### src/rtl/qu_pkg.sv
`default_nettype none
// ============================================================================
// Module      : qu_pkg
// Description : Shared types and constants for the Qu processor front end:
//               PC/instruction types, the fetch packet, the fetch FSM state
//               type and the canonical NOP encoding.
// Revision    : 1.0 - initial release
// ============================================================================
package qu_pkg;

  localparam int QU_PC_WIDTH     = 12;
  localparam int QU_PC_RESET_VAL = 0;
  localparam int QU_FETCH_DEPTH  = 2;

  typedef logic [31:0]            instr_t;
  typedef logic [QU_PC_WIDTH-1:0] qu_pc_t;

  localparam logic [2:0] FUNCT3_ADDI   = 3'b000;
  localparam logic [6:0] OPCODE_OP_IMM = 7'b0010011;

  // I-type encoding for OP-IMM instructions.
  function automatic instr_t get_encoding_i_instr(
    input logic [2:0]  funct3,
    input logic [4:0]  rd,
    input logic [4:0]  rs1,
    input logic [11:0] imm
  );
    return {imm, rs1, funct3, rd, OPCODE_OP_IMM};
  endfunction

  // addi x0, x0, 0
  localparam instr_t QU_NOP = get_encoding_i_instr(FUNCT3_ADDI, 5'd0, 5'd0, 12'd0);

  typedef enum logic [0:0] {
    FS_RUN   = 1'b0,
    FS_DRAIN = 1'b1
  } qu_fetch_state_t;

  typedef struct packed {
    qu_pc_t pc;
    instr_t instr;
  } fetch_pkt_t;

endpackage
`default_nettype wire

### src/rtl/qu_fetch_fifo.sv
`default_nettype none
// ============================================================================
// Module      : qu_fetch_fifo
// Description : Synchronous FIFO with registered storage and no fall-through.
//               Clear has priority over push; a pop while empty and a push
//               while full (without a simultaneous pop) are ignored.
// Ports       : clk, rst      - clock, synchronous active-high reset
//               push_i/wdata_i - enqueue request and data
//               pop_i          - dequeue the head entry
//               clear_i        - empty the FIFO
//               rdata_o        - head entry (don't-care when empty)
//               full_o/empty_o/count_o - occupancy status
// Revision    : 1.0 - initial release
// ============================================================================
module qu_fetch_fifo
  import qu_pkg::*;
#(
  parameter int  DEPTH = QU_FETCH_DEPTH,
  parameter type T     = fetch_pkt_t
) (
  input  logic                         clk,
  input  logic                         rst,
  input  logic                         push_i,
  input  T                             wdata_i,
  input  logic                         pop_i,
  input  logic                         clear_i,
  output T                             rdata_o,
  output logic                         full_o,
  output logic                         empty_o,
  output logic [$clog2(DEPTH+1)-1:0]   count_o
);

  localparam int CNT_W = $clog2(DEPTH + 1);
  localparam int PTR_W = (DEPTH > 1) ? $clog2(DEPTH) : 1;

  T                 mem_q [DEPTH];
  logic [PTR_W-1:0] rptr_q;
  logic [PTR_W-1:0] wptr_q;
  logic [CNT_W-1:0] count_q;
  logic             do_push;
  logic             do_pop;

  function automatic logic [PTR_W-1:0] ptr_inc(input logic [PTR_W-1:0] p);
    return (p == PTR_W'(DEPTH - 1)) ? '0 : p + PTR_W'(1);
  endfunction

  assign empty_o = (count_q == '0);
  assign full_o  = (count_q == CNT_W'(DEPTH));
  assign count_o = count_q;
  assign rdata_o = mem_q[rptr_q];

  assign do_pop  = pop_i && !empty_o;
  // A full FIFO can still accept a push when the head leaves in the same cycle.
  assign do_push = push_i && (!full_o || do_pop) && !clear_i;

  always_ff @(posedge clk) begin
    if (rst || clear_i) begin
      rptr_q  <= '0;
      wptr_q  <= '0;
      count_q <= '0;
    end else begin
      if (do_push) wptr_q <= ptr_inc(wptr_q);
      if (do_pop)  rptr_q <= ptr_inc(rptr_q);
      count_q <= count_q + CNT_W'(do_push) - CNT_W'(do_pop);
    end
  end

  always_ff @(posedge clk) begin
    if (do_push && !rst) mem_q[wptr_q] <= wdata_i;
  end

endmodule
`default_nettype wire

### src/rtl/qu_ifetch.sv
`default_nettype none
// ============================================================================
// Module      : qu_ifetch
// Description : Qu instruction fetch stage. Owns the PC, issues word-aligned
//               requests to instruction memory under a credit limit, buffers
//               in-order responses and hands {pc, instr} to decode. A redirect
//               flushes the buffer; responses still in flight are drained and
//               dropped before fetching resumes.
// Ports       : clk, rst                       - clock, sync active-high reset
//               imem_req_valid/addr/ready      - fetch request channel
//               imem_rsp_valid/data            - in-order response channel
//               redirect_valid/pc              - new PC from downstream
//               out_valid/instr/pc/ready       - decode-side handshake
// Revision    : 1.0 - initial release
// ============================================================================
module qu_ifetch
  import qu_pkg::*;
#(
  parameter int                   PC_WIDTH     = QU_PC_WIDTH,
  parameter logic [PC_WIDTH-1:0]  PC_RESET_VAL = PC_WIDTH'(QU_PC_RESET_VAL),
  parameter int                   FIFO_DEPTH   = QU_FETCH_DEPTH
) (
  input  logic                clk,
  input  logic                rst,
  output logic                imem_req_valid,
  output logic [PC_WIDTH-1:0] imem_req_addr,
  input  logic                imem_req_ready,
  input  logic                imem_rsp_valid,
  input  instr_t              imem_rsp_data,
  input  logic                redirect_valid,
  input  logic [PC_WIDTH-1:0] redirect_pc,
  output logic                out_valid,
  output instr_t              out_instr,
  output logic [PC_WIDTH-1:0] out_pc,
  input  logic                out_ready
);

  localparam int OUT_W = $clog2(FIFO_DEPTH + 1);

  typedef logic [PC_WIDTH-1:0] pc_t;
  typedef struct packed {
    pc_t    pc;
    instr_t instr;
  } pkt_t;

  qu_fetch_state_t  state_q, state_d;
  pc_t              pc_q, pc_d;
  logic [OUT_W-1:0] outstanding_q, outstanding_d;

  logic             req_fire;
  logic             rsp_fire;
  logic             rsp_push;
  logic [OUT_W:0]   credit_used;

  pkt_t             buf_wdata;
  pkt_t             buf_rdata;
  logic             buf_full;
  logic             buf_empty;
  logic [OUT_W-1:0] buf_count;

  pc_t              infl_pc;
  logic             infl_full;
  logic             infl_empty;
  logic [OUT_W-1:0] infl_count;
  logic             unused_ok;

  // Credit covers both in-flight requests and buffered entries so every
  // response always has a free slot. A same-cycle pop is deliberately ignored.
  assign credit_used    = {1'b0, outstanding_q} + {1'b0, buf_count};
  assign imem_req_valid = !rst && (state_q == FS_RUN)
                          && (credit_used < (OUT_W + 1)'(FIFO_DEPTH));
  assign imem_req_addr  = pc_q;

  assign req_fire = imem_req_valid && imem_req_ready;
  // A response with nothing outstanding is a protocol violation and ignored.
  assign rsp_fire = imem_rsp_valid && (outstanding_q != '0);
  assign rsp_push = rsp_fire && (state_q == FS_RUN);

  assign outstanding_d = outstanding_q + OUT_W'(req_fire) - OUT_W'(rsp_fire);

  always_comb begin
    pc_d = pc_q;
    if (redirect_valid) pc_d = {redirect_pc[PC_WIDTH-1:2], 2'b00};
    else if (req_fire)  pc_d = pc_q + PC_WIDTH'(4);
  end

  always_comb begin
    state_d = state_q;
    unique case (state_q)
      FS_RUN:   if (redirect_valid && (outstanding_d != '0)) state_d = FS_DRAIN;
      FS_DRAIN: if (outstanding_d == '0) state_d = FS_RUN;
      default:  state_d = FS_RUN;
    endcase
  end

  always_ff @(posedge clk) begin
    if (rst) begin
      state_q       <= FS_RUN;
      pc_q          <= PC_RESET_VAL;
      outstanding_q <= '0;
    end else begin
      state_q       <= state_d;
      pc_q          <= pc_d;
      outstanding_q <= outstanding_d;
    end
  end

  // PC of each accepted request, popped as its response returns. Never
  // cleared by a redirect: stale entries retire one-for-one with the drain.
  qu_fetch_fifo #(
    .DEPTH (FIFO_DEPTH),
    .T     (pc_t)
  ) u_infl_q (
    .clk     (clk),
    .rst     (rst),
    .push_i  (req_fire),
    .wdata_i (pc_q),
    .pop_i   (rsp_fire),
    .clear_i (1'b0),
    .rdata_o (infl_pc),
    .full_o  (infl_full),
    .empty_o (infl_empty),
    .count_o (infl_count)
  );

  assign buf_wdata = '{pc: infl_pc, instr: imem_rsp_data};

  qu_fetch_fifo #(
    .DEPTH (FIFO_DEPTH),
    .T     (pkt_t)
  ) u_buf_q (
    .clk     (clk),
    .rst     (rst),
    .push_i  (rsp_push),
    .wdata_i (buf_wdata),
    .pop_i   (out_valid && out_ready),
    .clear_i (redirect_valid),
    .rdata_o (buf_rdata),
    .full_o  (buf_full),
    .empty_o (buf_empty),
    .count_o (buf_count)
  );

  assign out_valid = !buf_empty;
  assign out_instr = out_valid ? buf_rdata.instr : QU_NOP;
  assign out_pc    = out_valid ? buf_rdata.pc    : '0;

  assign unused_ok = &{1'b0, buf_full, infl_full, infl_empty, infl_count};

`ifndef SYNTHESIS
  always_ff @(posedge clk) begin
    if (!rst) assert (!(imem_rsp_valid && (outstanding_q == '0)));
  end
`endif

endmodule
`default_nettype wire

### config.mk
export PLATFORM = sky130hd
export DESIGN_NAME = qu_ifetch
export DESIGN_NICKNAME = d
export VERILOG_FILES = /design/src/rtl/qu_pkg.sv /design/src/rtl/qu_fetch_fifo.sv /design/src/rtl/qu_ifetch.sv
export SDC_FILE = /design/constraint.sdc
export NUM_CORES = 1
export LEC_CHECK = 0
export ABC_AREA = 1
export ABC_CLOCK_PERIOD_IN_PS = 3880
export CAP_MARGIN = 20
export CORE_UTILIZATION = 50
export DETAILED_ROUTE_END_ITERATION = 10
export PLACE_DENSITY = 0.78
export SLEW_MARGIN = 20
export SYNTH_ARGS = -nofsm -noshare
export SYNTH_HDL_FRONTEND = slang
export SYNTH_HIERARCHICAL = 1
export SYNTH_SLANG_ARGS = --single-unit
### constraint.sdc
create_clock -name clk -period 3.88 [get_ports clk]
set_input_delay 0.388 -clock clk [delete_from_list [all_inputs] [get_ports clk]]
set_output_delay 0.388 -clock clk [all_outputs]
set_load 0.05 [all_outputs]
==> run_results.csv <==
group,metric,value,unit
sta,fin_crit,3.02,ns
synthesis,yosys_warnings,6,
pwr,power.internal,0.00290,W
critical_path,slowest_delay,0.72,ns
critical_path,worstPathRequired,3.49,ns
synthesis,synth_cells,496,
placed_design,port_buffers,103,
critical_path,worst-r2r-setup-slack,1.24,ns
floorplanning,initial_core_util,0.511,
outcome,status,"completed",
pwr,p_leak,3.11,nW
pwr,power_frac_comb,0.129,
floorplanning,num_rows,40,
clock_network,insertion_delay,0.40,ns
placed_design,placed_area,7310,um2
global_route,grt_pass1_vias,3665,
pwr,power_density,480,nW/um2
clock_network,cts_resized,0,
floorplanning,core,12000,um2
pwr,power_frac_seq,0.443,
critical_path,crit_slowest_cell,"clkdlybuf4s50_1",
drt,dr.pass1.iters,4,
pwr,switching_share,0.237,
clock_network,cts_inserted_buffers,17,
pwr,p_clk_frac,0.428,
finish,area_growth,28.9,%
sta,skew,0.00723,ns
clock_network,cts_buffer_depth,2,
critical_path,reg2reg_depth,14,
critical_path,crit_path_cell_trace,"buf_12 -> mux2_4 -> or2_2 -> clkdlybuf4s50_1",
finish,drive_gt1_frac,0.180,
global_route,antenna_found_initial,0,
drt,detail-route-antenna-nets,0,
critical_path,r2r_start,"u_buf_q/count_o[0]$_SDFF_PP0_",
clock_network,cts_tree,"yes",
critical_path,r2r-end,"u_infl_q/count_o[1]$_SDFF_PP0_",
synthesis,synthesis.area,6140,um2
drt,drt-total-wl,10500,um
clock_network,postCtsSetupBuffers,0,
clock_network,cts_hold_buf,0,
finish,diodes,0,
global_route,grt_usage,0.173,
critical_path,path_class,"register to output pin",
floorplanning,die_h,113,um
critical_path,worstPathArrival,2.63,ns
sta,max_freq,331,MHz
clock_network,clk_root_buffer_cell,"clkbuf_16",
drt,drtIter0Drc,182,
sta,relSlewSlack,0.411,
hold_path,min-delay-start,"u_infl_q/rptr_q$_SDFFE_PP0P_",
pwr,p_sw,0.000900,W
sta,setup_viol,0,
run,max_cap_violations,0,
sta,fin_setup_tns,0,ns
finish,fin_area,7920,um2
global_route,gr-total-overflow,0,
placed_design,routabilityCongestion,0.842,
drt,vias,3722,
critical_path,end_kind,"output pin",
floorplanning,die_w,113,um
placed_design,hpwlAfterDp,6990,um
sta,worst_slew_pin_slew,0.881,ns
drt,via_per_inst,4.80,
critical_path,crit_fanout,32,
sta,finalHoldViolations,0,
sta,rsz0062_at_grt,"no",
clock_network,cts_max_level,4,
drt,drcViolationCount,0,
global_route,grt_max_degree,45,
sta,final.period_utilization,0.779,
global_route,grt_pass1_wl,16900,um
hold_path,hold_depth,2,
floorplanning,fp.dieArea,12700,um2
synthesis,syn_avg_cell_area,12.4,um2
finish,final_nets,674,
drt,post_drt_wl_per_cell,13.5,um
floorplanning,num_io_pins,108,
clock_network,cts.clk_slew.worst_paths,0.06,ns
clock_network,clkSinkCount,135,
critical_path,cp-start-kind,"register",
pwr,vdd_ir_drop_max,0.000313,V
hold_path,hold_path_class,"register to register",
sta,drv_slew,0,
[registers in the layout, summed over array words and instances, names as in the netlist, named ones only]
signal            cells
u_buf_q/mem_q        88
u_infl_q/mem_q       24
imem_req_addr        10
outstanding_q         2
u_buf_q/count_o       2
u_infl_q/count_o      2
state_q               1
u_buf_q/rptr_q        1
u_buf_q/wptr_q        1
u_infl_q/rptr_q       1
u_infl_q/wptr_q       1
[cells in the final DEF (no fill, tap or decap), types with 2 or more instances in the layout]
cell             instances
a21oi_1                 11
nand2_1                 60
ha_1                     7
nor2_1                  67
xor2_1                   2
conb_1                   8
nor2_4                   6
a21oi_2                  2
o21ai_0                  5
mux2_4                  50
clkinvlp_4               4
clkdlybuf4s50_1        103
mux2_2                   6
dfxtp_1                 22
clkbuf_16               17
nand3_1                 25
clkinv_2                 3
inv_1                   85
buf_4                    6
clkinv_1                 3
or2_2                    3
nand3b_1                 3
edfxtp_1               112
nor2_2                   3
bufinv_16                4
[final cells by class]
| class | instances | area [um2] |
|---|---|---|
| Clock buffer | 17 | 425 |
| Clock inverter | 15 | 185 |
| Fill cell | 894 | 4090 |
| Inverter | 87 | 340 |
| Multi-Input combinational cell | 265 | 1860 |
| Sequential cell | 135 | 3820 |
| Tap cell | 147 | 184 |
| Timing Repair Buffer | 110 | 1100 |
[worst max path at each step]
stage	from	endpoint	slack (ns)
floorplan	u_buf_q/count_o[1]$_SDFF_PP0_	u_buf_q/mem_q[1][0]$_DFFE_PP_	0.61
global placement	rst	u_buf_q/mem_q[0][26]$_DFFE_PP_	1.21
detailed placement	rst	u_infl_q/count_o[1]$_SDFF_PP0_	1.07
CTS	register	out_instr[1]	0.81
global route	u_buf_q/count_o[1]$_SDFF_PP0_	out_pc[9]	0.76
finish	register	out_instr[1]	0.86
[critical path: cells and delay by family (launching register included)]
kind	cells	cell delay [ns]
buf+inv	2	1.03
flops	1	0.60
mux	1	0.32
simple gates	1	0.27
[per-layer routing]
| metal | up-vias | routed length (um) | track usage |
|---|---|---|---|
| met5 | - | 0 | 0 |
| met4 | 0 | 55 | 0.0658 |
| met3 | 6 | 501 | 0.0455 |
| met2 | 111 | 5210 | 0.291 |
| met1 | 1738 | 4690 | 0.213 |
| li1 | 1867 | - | - |
[through the flow]
step	hold slack (ns)	instances	util	power (W)	setup WS (ns)
after global placement	0.479	744	0.608	0.00218	1.21
after detailed placement	0.483	744	0.608	0.00220	1.07
final	0.505	776	0.659	0.00380	0.857
after CTS	0.504	776	0.659	0.00383	0.814
after floorplan	0.467	503	-	0.00204	0.611
after global routing	0.547	776	0.659	0.00394	0.756
[power by group through the flow]
stage	Clock [W]	Sequential, W	Combinational, W
2_1_floorplan	0	0.00173	0.000310
3_3_place_gp	0	0.00171	0.000475
3_5_place_dp	0	0.00171	0.000490
4_1_cts	0.00165	0.00168	0.000493
5_1_grt	0.00173	0.00169	0.000529
6_report	0.00163	0.00168	0.000489
Power figures use the tool's default switching activity.
